File: src/rtl/intersection_scheduler.sv
// intersection_scheduler: round-robin green-time arbiter for the three exclusive
// approaches of the Norton/Thevenin intersection (NN, NS, TH).
// Build option: define SCHED_NIGHT_FLASH_EN to add the `night` input and the
// flashing-yellow FLASH state; without it the outputs never show code 11.
`timescale 1ns/1ps
`default_nettype none

module intersection_scheduler #(
    parameter int CLK_HZ    = 10000,
    parameter int MIN_GREEN = 5,
    parameter int MAX_GREEN = 20,
    parameter int YELLOW    = 3,
    parameter int ALL_RED   = 1
) (
    input  logic       clk,
    input  logic       reset_n,
    input  logic [2:0] req,
`ifdef SCHED_NIGHT_FLASH_EN
    input  logic       night,
`endif
    output logic [1:0] light_nn,
    output logic [1:0] light_ns,
    output logic [1:0] light_th,
    output logic [2:0] grant,
    output logic [7:0] phase_timer
);

    localparam int            PW        = (CLK_HZ > 1) ? $clog2(CLK_HZ) : 1;
    localparam logic [PW-1:0] PRESC_TOP = PW'(CLK_HZ - 1);

    localparam logic [7:0] T_MIN = 8'(MIN_GREEN);
    localparam logic [7:0] T_MAX = 8'(MAX_GREEN);
    localparam logic [7:0] T_YEL = 8'(YELLOW);
    localparam logic [7:0] T_CLR = 8'(ALL_RED);

    localparam logic [1:0] S_ALL_RED = 2'd0;
    localparam logic [1:0] S_GREEN   = 2'd1;
    localparam logic [1:0] S_YELLOW  = 2'd2;
`ifdef SCHED_NIGHT_FLASH_EN
    localparam logic [1:0] S_FLASH   = 2'd3;
    localparam logic [1:0] LT_OFF    = 2'b11;
`endif

    localparam logic [1:0] LT_RED    = 2'b00;
    localparam logic [1:0] LT_YELLOW = 2'b01;
    localparam logic [1:0] LT_GREEN  = 2'b10;

    // Approach index 2 is TH; starting there makes the first search NN, NS, TH.
    localparam logic [1:0] AP_TH = 2'd2;

    logic [1:0]      state, state_nxt;
    logic [1:0]      last, last_nxt;
    logic [PW-1:0]   presc;
    logic            tick;
    logic [7:0]      timer_inc;
    logic [1:0][2:0] req_pipe;
    logic [2:0]      req_s;
    logic [1:0]      cand1, cand2, win;
    logic            compete, own_req;
    logic [2:0][1:0] lamp;
`ifdef SCHED_NIGHT_FLASH_EN
    logic [1:0]      night_pipe;
    logic            night_s;
    logic            flash_odd;
`endif

    // Next approach in the fixed NN -> NS -> TH -> NN ring.
    function automatic logic [1:0] inc3(input logic [1:0] a);
        return (a == 2'd2) ? 2'd0 : a + 2'd1;
    endfunction

    // Steady (non-flash) lamp code for one approach.
    function automatic logic [1:0] lamp_code(input logic [1:0] st, input logic g);
        logic [1:0] code;
        code = LT_RED;
        if (g) code = (st == S_GREEN) ? LT_GREEN : LT_YELLOW;
        return code;
    endfunction

    // Two-flop synchronizer for the asynchronous sensor requests.
    always_ff @(posedge clk or negedge reset_n) begin
        if (!reset_n) req_pipe <= '0;
        else          req_pipe <= {req_pipe[0], req};
    end
    assign req_s = req_pipe[1];

`ifdef SCHED_NIGHT_FLASH_EN
    // Two-flop synchronizer for the night-mode switch.
    always_ff @(posedge clk or negedge reset_n) begin
        if (!reset_n) night_pipe <= '0;
        else          night_pipe <= {night_pipe[0], night};
    end
    assign night_s = night_pipe[1];
`endif

    assign tick = (presc == PRESC_TOP);

    // Value phase_timer takes next cycle; decisions compare against it so a
    // state lasts exactly N*CLK_HZ cycles from its entry cycle.
    always_comb begin
        timer_inc = phase_timer;
        if (tick && phase_timer != 8'hFF) timer_inc = phase_timer + 8'd1;
    end

    // Round-robin winner: last+1, last+2, then last itself.
    always_comb begin
        cand1 = inc3(last);
        cand2 = inc3(cand1);
        if (req_s[cand1])      win = cand1;
        else if (req_s[cand2]) win = cand2;
        else                   win = last;
    end

    assign compete = |(req_s & ~grant);
    assign own_req = |(req_s & grant);

    // Phase sequencing: ALL_RED -> GREEN -> YELLOW -> ALL_RED (+ optional FLASH).
    always_comb begin
        state_nxt = state;
        last_nxt  = last;
        case (state)
            S_ALL_RED: begin
                if (timer_inc >= T_CLR) begin
`ifdef SCHED_NIGHT_FLASH_EN
                    if (night_s) begin
                        state_nxt = S_FLASH;
                    end else
`endif
                    if (req_s != 3'b000) begin
                        state_nxt = S_GREEN;
                        last_nxt  = win;
                    end
                end
            end
            S_GREEN: begin
                if (compete && ((timer_inc >= T_MIN && !own_req) || timer_inc >= T_MAX))
                    state_nxt = S_YELLOW;
            end
            S_YELLOW: begin
                if (timer_inc >= T_YEL) state_nxt = S_ALL_RED;
            end
`ifdef SCHED_NIGHT_FLASH_EN
            S_FLASH: begin
                if (!night_s) state_nxt = S_ALL_RED;
            end
`endif
            default: state_nxt = S_ALL_RED;
        endcase
    end

    // State, last-served approach and the seconds timebase; both timebase
    // counters restart on every state entry.
    always_ff @(posedge clk or negedge reset_n) begin
        if (!reset_n) begin
            state       <= S_ALL_RED;
            last        <= AP_TH;
            presc       <= '0;
            phase_timer <= 8'd0;
        end else begin
            state <= state_nxt;
            last  <= last_nxt;
            if (state_nxt != state) begin
                presc       <= '0;
                phase_timer <= 8'd0;
            end else begin
                presc       <= tick ? '0 : presc + 1'b1;
                phase_timer <= timer_inc;
            end
        end
    end

`ifdef SCHED_NIGHT_FLASH_EN
    // Flash phase: even seconds yellow, odd seconds dark, restarting at entry.
    always_ff @(posedge clk or negedge reset_n) begin
        if (!reset_n)                flash_odd <= 1'b0;
        else if (state_nxt != state) flash_odd <= 1'b0;
        else if (tick)               flash_odd <= ~flash_odd;
    end
`endif

    assign grant = (state == S_GREEN || state == S_YELLOW) ? (3'b001 << last) : 3'b000;

    // Per-approach lamp decode from the state register.
    for (genvar i = 0; i < 3; i++) begin : g_lamp
`ifdef SCHED_NIGHT_FLASH_EN
        assign lamp[i] = (state == S_FLASH) ? (flash_odd ? LT_OFF : LT_YELLOW)
                                            : lamp_code(state, grant[i]);
`else
        assign lamp[i] = lamp_code(state, grant[i]);
`endif
    end

    assign light_nn = lamp[0];
    assign light_ns = lamp[1];
    assign light_th = lamp[2];

endmodule

`default_nettype wire

File: config.mk
export PLATFORM = sky130hd
export DESIGN_NAME = intersection_scheduler
export DESIGN_NICKNAME = d
export VERILOG_FILES = /design/src/rtl/intersection_scheduler.sv
export SDC_FILE = /design/constraint.sdc
export NUM_CORES = 1
export LEC_CHECK = 0
export CORE_ASPECT_RATIO = 1.5
export CORE_UTILIZATION = 59
export CTS_BUF_LIST = sky130_fd_sc_hd__clkbuf_4
export CTS_CLUSTER_SIZE = 14
export DETAILED_ROUTE_END_ITERATION = 10
export GPL_ROUTABILITY_DRIVEN = 0
export PLACE_DENSITY = 0.85
export REMOVE_ABC_BUFFERS = 1
export SYNTH_ARGS = -nofsm -noshare
export SYNTH_HDL_FRONTEND = slang
export SYNTH_SLANG_ARGS = --single-unit
File: constraint.sdc
create_clock -name clk -period 8.5 [get_ports clk]
set_input_delay 1.7 -clock clk [delete_from_list [all_inputs] [get_ports clk]]
set_output_delay 1.7 -clock clk [all_outputs]
set_load 0.05 [all_outputs]
==> results.sh, run 1 <==
export IMPL_status="finished clean"
export IMPL_synth_ff_latch_count=32
export IMPL_layout_worst_path_cycle_share_pct=49.0
export IMPL_power_per_cell_area_nw_per_um2=114
export IMPL_hold_slack_ns=0.351
export IMPL_dr_first_iter_drc_count=76
export IMPL_worst_ir_drop_vdd_v=0.000166
export IMPL_boundary_pin_count=22
export IMPL_cts_sinks=32
export IMPL_yosysTopAreaCellShare_pct=36.8
export IMPL_synth_area_leader_cell="dfrtp_1"
export IMPL_drv_slew=0
export IMPL_cp_start_kind="flop"
export IMPL_final_setup_viol_count=0
export IMPL_arrival_time_of_data_at_the_critical_path_endpoint_ns=2.47
export IMPL_worstMarginPinSlew_ns=1.13
export IMPL_avgViaCountPerCell=6.22
export IMPL_fin_skew_ns=0.0115
export IMPL_synthesis_area_per_instance_sq_um=9.62
export IMPL_finish_instance_area_sq_um=2380
export IMPL_cts_buffers_inserted=5
export IMPL_placeableCoreArea_sq_um=3420
export IMPL_area_growth_synth_to_final_pct=13.0
export IMPL_cts_hold_buf=0
export IMPL_sequential_area_share_after_synthesis_pct=38.1
export IMPL_synth_cell_area_sq_um=2110
export IMPL_placementRows=26
export IMPL_cts_repair_resized=0
export IMPL_wl_per_cell_um=15.3
export IMPL_io_buffer_count=21
export IMPL_layout_core_utilization_pct=69.7
export IMPL_insertion_delay_ns=0.34
export IMPL_cts_htree_levels=2
export IMPL_routed_via_count=1742
export IMPL_synth_edf_count=0
export IMPL_detailedPlacementHpwl_mm=3.04
export IMPL_netlist_top_cells_area="dfrtp_1 (37%), nor3_1 (4.3%), xor2_1 (4.2%)"
export IMPL_chipWidth_um=50.8
export IMPL_rsz0062_at_grt="false"
export IMPL_antenna_diode_count=0
export IMPL_async_flop_share_pct=100
export IMPL_grt_first_pass_wirelength_mm=7.17
export IMPL_final_hold_viol_count=0
export IMPL_post_synth_inst_count=219
export IMPL_cts_root_buffer_cell="clkbuf_4"
export IMPL_postSynth_topFlopCell="dfrtp_1"
export IMPL_clkTransAtPathRegs_ns=0.10
export IMPL_most_frequent_cells_after_synthesis="dfrtp_1 (31), nor3_1 (18), nand2_1 (17)"
export IMPL_final_nets=248
export IMPL_grt_overflow_total=0
export IMPL_crit_path_required_time_ns=6.80
export IMPL_floorplan_die_height_um=75.2
export IMPL_yosysWarnings=0
export IMPL_fraction_of_layout_instances_using_a_drive_strength_above_1_pct=11.3
export IMPL_grt_antenna_before_repair=0
export IMPL_worst_slew_margin_rel_pct=24.6
export IMPL_drt_drc_violations_left=0
export IMPL_worst_setup_path_end_kind="output pin"
export IMPL_detail_route_first_pass_iterations=4
export IMPL_final_cell_count_no_fill=280
export IMPL_clock_fmax_ghz=0.240
export IMPL_grt_start_max_net_pins=33
export IMPL_initial_utilization_pct=61.6
export IMPL_placed_area_sq_um=2300
export IMPL_critPathKind="flop to output pin"
export IMPL_wirelength_mm=4.27
export IMPL_placed_cells_incl_taps=272
export IMPL_routed_antenna_nets=0
export IMPL_library_cell_with_the_highest_instance_count_after_synthesis="dfrtp_1"
export IMPL_setup_fix_buffers_added_after_clock_tree_synthesis=0
export IMPL_deepest_clock_path_buffer_count=2
export IMPL_finalSetupTns_ns=0
export IMPL_drv_max_cap_violation_count=0
export IMPL_via_count_of_the_first_global_routing_pass=1588
export IMPL_die_area_sq_um=3820
export IMPL_ys_types=55
export IMPL_cellLeakagePower_nw=0.977
export IMPL_grt_usage_pct=25.4
export IMPL_min_period_ns=4.17
export IMPL_hold_path_class="flop to flop"
export IMPL_worst_path_max_fanout=6
export IMPL_cts_tree="yes"
-- layout make-up --
type | count | area (sq um)
multi-input combinational | 165 | 1190
fill | 278 | 1040
sequential | 32 | 802
timing repair buffer | 23 | 225
tap | 42 | 52.6
clock buffer | 5 | 37.5
clock inverter | 3 | 37.5
inverter | 10 | 37.5
-- sequential cells by signal, indices dropped and copies added (netlist names) --
register     flops
presc           14
last             2
phase_timer      8
state            2
req_pipe         3
req_s            3
-- critical path, cell delays in order (launching register included) --
cell and delay, ns:
dfrtp_1 0.44, inv_1 0.10, ha_1 0.34, nor3b_1 0.29, and2_1 0.17, clkdlybuf4s50_1 0.79
-- path summary, 6_finish.rpt --
check                      depth (start not counted)     endpoint   startpoint  slack [ns]
min reg2reg                                        0     req_s[0]  req_pipe[0]        0.35
max                                                5  light_nn[1]     state[1]        4.33
max reg2reg                                        9     presc[7]     presc[0]        4.70
min                                                0     req_s[0]  req_pipe[0]        0.35
min in group asynchronous                          2      last[0]      reset_n        1.75
max in group asynchronous                          2      last[1]      reset_n        6.43
-- report_power, final --
part             total, W  switching (W)  internal, W
Sequential       0.000155     0.00000125     0.000154
Clock            0.000109      0.0000487    0.0000600
Combinational  0.00000662     0.00000399   0.00000263
-- layout by cell type (no fill, tap or decap), drive strengths merged, types with 2 or more instances in the layout --
cell type,instances
nor2,17
nand4,7
o21ai,6
xnor2,7
o31ai,7
nand2,17
clkinv,2
a41o,2
o221ai,2
buf,2
and4,4
xor2,10
nor3b,2
nand3,9
dfrtp,31
nor4,10
clkbuf,5
nor3,18
clkdlybuf4s50,21
and2,6
and3,6
ha,6
a211oi,4
inv,10
or4,2
a21oi,3
-- through the flow --
stage	setup slack [ns]	power, W
6_report	4.33	0.000270
5_1_grt	4.17	0.000280
4_1_cts	4.33	0.000273
3_5_place_dp	4.71	0.000165
3_3_place_gp	4.76	0.000164
2_1_floorplan	4.19	0.000159
-- logic make-up (layout without fill, tap and decap cells) --
group | after synthesis | count (layout) | synth area share [%]
AO/OA/AOI/OAI | 36 | 36 | 15.3
XOR/XNOR | 17 | 17 | 7.07
adder cells (fa/ha/maj) | 6 | 6 | 3.56
buffers and inverters | 22 | 41 | 5.52
flip-flops | 32 | 32 | 38.1
multiplexers | 1 | 1 | 0.475
AND/OR/NAND/NOR | 105 | 105 | 30.0
-- per-layer routing --
layer  share of wire [%]  global-route usage [%]
met4                 2.6                    11.7
met3                 2.6                    4.65
met5                   0                       0
met2                  51                    45.6
met1                  43                    29.2
Power figures use the tool's default switching activity.
==> inputs of run 2 (changes only) <==
CORE_UTILIZATION = 53   (was 59)
PLACE_DENSITY = 0.8   (was 0.85)
clock period = 3.5 ns   (was 8.5 ns; I/O delays follow)
==> run 2 against run 1 <==
  * Worst setup slack worse by 4.1 ns
  * Largest power group unchanged
  * Critical path type unchanged
  * Largest cell class unchanged
  * Clock power up 82%
  * Sequential power up 140%
==> results.sh, run 2 (synthesis gave the netlist of run 1 again) <==
export IMPL_cts_tree="yes"
export IMPL_routed_via_count=1760
export IMPL_worst_setup_path_end_kind="output pin"
export IMPL_grt_antenna_before_repair=0
export IMPL_top_register="presc"
export IMPL_layout_top_registers="presc (14), phase_timer (8)"
export IMPL_hold_slack_ns=0.352
export IMPL_dr_first_iter_drc_count=38
export IMPL_grt_busiest_layer="met2"
export IMPL_final_hold_viol_count=0
export IMPL_timing_reg2reg_setup_slack_ns=0.35
export IMPL_grt_util_met1_pct=30.8
export IMPL_clock_power_share_pct=33.6
export IMPL_fraction_of_layout_instances_using_a_drive_strength_above_1_pct=13.2
export IMPL_arrival_time_of_data_at_the_critical_path_endpoint_ns=2.54
export IMPL_min_period_ns=3.24
export IMPL_wirelength_mm=4.31
export IMPL_finalSetupTns_ns=0
export IMPL_switching_share_pct=23.2
export IMPL_pwr_share_comb_pct=2.7
export IMPL_detail_route_first_pass_iterations=4
export IMPL_most_common_layout_cells="dfrtp_1 (31), clkdlybuf4s50_1 (21), nor3_1 (18)"
export IMPL_seq_power_share_pct=63.7
export IMPL_deepest_clock_path_buffer_count=2
export IMPL_grtUsageMet2_pct=36.5
export IMPL_cts_repair_resized=0
export IMPL_status="finished clean"
export IMPL_placeableCoreArea_sq_um=3750
export IMPL_cellLeakagePower_nw=0.991
export IMPL_io_buffer_count=21
export IMPL_setup_fix_buffers_added_after_clock_tree_synthesis=0
export IMPL_cts_buffers_inserted=5
export IMPL_worst_slew_margin_rel_pct=64.5
export IMPL_p_int_w=0.000453
export IMPL_boundary_pin_count=22
export IMPL_critPathKind="flop to output pin"
export IMPL_cts_htree_levels=2
export IMPL_hold_path_class="flop to flop"
export IMPL_drt_drc_violations_left=0
export IMPL_grt_usage_pct=23.4
export IMPL_avgViaCountPerCell=6.18
export IMPL_final_nets=252
export IMPL_cts_sinks=32
export IMPL_final_setup_viol_count=0
export IMPL_rsz0062_at_grt="false"
export IMPL_worstMarginPinSlew_ns=0.530
export IMPL_cp_start_kind="flop"
export IMPL_drv_max_cap_violation_count=0
export IMPL_critical_path_max_stage_delay_ns=0.79
export IMPL_antenna_diode_count=0
export IMPL_power_switching_w=0.000137
export IMPL_insertion_delay_ns=0.33
export IMPL_mostFrequentLayoutCell="dfrtp_1"
export IMPL_clkTransAtPathRegs_ns=0.10
export IMPL_initial_utilization_pct=56.2
export IMPL_slowest_stage="clkdlybuf4s50_1"
export IMPL_met3_usage_pct=5.17
export IMPL_crit_path_required_time_ns=2.80
export IMPL_layout_worst_path_cycle_share_pct=92.6
export IMPL_grt_overflow_total=0
export IMPL_power_per_cell_area_nw_per_um2=247
export IMPL_finish_instance_area_sq_um=2390
export IMPL_cts_root_buffer_cell="clkbuf_4"
export IMPL_worst_path_max_fanout=6
export IMPL_cts_hold_buf=0
export IMPL_via_count_of_the_first_global_routing_pass=1656
export IMPL_placementRows=27
export IMPL_largest_register_ffs=14
export IMPL_detailedPlacementHpwl_mm=3.10
export IMPL_die_area_sq_um=4230
export IMPL_worstPathCellList="inv_1 -> ha_1 -> nor3b_1 -> and2_1 -> clkdlybuf4s50_1"
export IMPL_floorplan_die_height_um=79.2
export IMPL_fin_skew_ns=0.0115
export IMPL_final_fill_count=321
export IMPL_clock_fmax_ghz=0.308
export IMPL_wl_per_cell_um=15.1
export IMPL_routed_antenna_nets=0
export IMPL_worst_ir_drop_vdd_v=0.000226
export IMPL_grt_start_max_net_pins=33
export IMPL_area_growth_synth_to_final_pct=13.4
export IMPL_chipWidth_um=53.5
export IMPL_drv_slew=0
export IMPL_grt_first_pass_wirelength_mm=7.39
export IMPL_placed_area_sq_um=2340
==> run 2: cell types whose count changed in the layout (fill, tap and decap cells not counted) <==
| cell | previous run | this run |
|---|---|---|
| buf_4 | 2 | 6 |
| clkinv_1 | 2 | 1 |
| clkinv_2 | 0 | 2 |
| bufinv_16 | 1 | 0 |
==> run 2: cell type report <==
class / count / area, sq um / area share [%]
Multi-Input combinational cell: 165 / 1190 / 49.7
Sequential cell: 32 / 802 / 33.6
Timing Repair Buffer: 27 / 255 / 10.7
Clock inverter: 3 / 13.8 / 0.577
Tap cell: 43 / 53.8 / 2.25
Inverter: 10 / 37.5 / 1.57
Clock buffer: 5 / 37.5 / 1.57
==> run 2: final timing paths <==
path / startpoint / endpoint / cells after the start
min: req_pipe[1] / req_s[1] / 0
min reg2reg: req_pipe[1] / req_s[1] / 0
min in group asynchronous: reset_n / last[0] / 2
max in group asynchronous: reset_n / last[1] / 2
max: state[1] / light_nn[0] / 5
max reg2reg: presc[0] / presc[6] / 11
==> run 2: power by group through the flow <==
stage | clock [W] | combinational [W] | sequential [W]
3_3_place_gp | 0 | 0.0000162 | 0.000383
3_5_place_dp | 0 | 0.0000166 | 0.000383
2_1_floorplan | 0 | 0.00000357 | 0.000382
4_1_cts | 0.000209 | 0.0000166 | 0.000376
5_1_grt | 0.000221 | 0.0000187 | 0.000376
6_report | 0.000198 | 0.0000159 | 0.000376
==> run 2: routing by layer <==
layer / wire length [um] / up-vias
li1: - / 861
met1: 1880 / 851
met2: 2220 / 40
met3: 151 / 8
met4: 61 / 0
met5: 0 / -
==> run 2: stage by stage <==
step                total power [W]  utilization (%)  std cells  worst slack (ns)
finish                     0.000590             63.7        285             0.257
global route               0.000616             63.7        285             0.135
CTS                        0.000601             63.7        285             0.244
detailed placement         0.000400             62.3        277             0.383
global placement           0.000399             62.3        277             0.442
floorplan                  0.000386                -        207            0.0618
==> run 2: worst max-delay path: cells and delay by family, from the launching register on <==
| kind | cells | cell delay (ns) |
|---|---|---|
| and+or+nand+nor | 2 | 0.51 |
| adders and majority gates | 1 | 0.36 |
| buffers and inverters | 2 | 0.90 |
| DFF | 1 | 0.46 |
==> inputs of run 3 (changes only) <==
HOLD_SLACK_MARGIN = 0.12   (was unset)
==> results of run 3 <==
No change in the layout: final DEF, timing and power equal those of run 2.
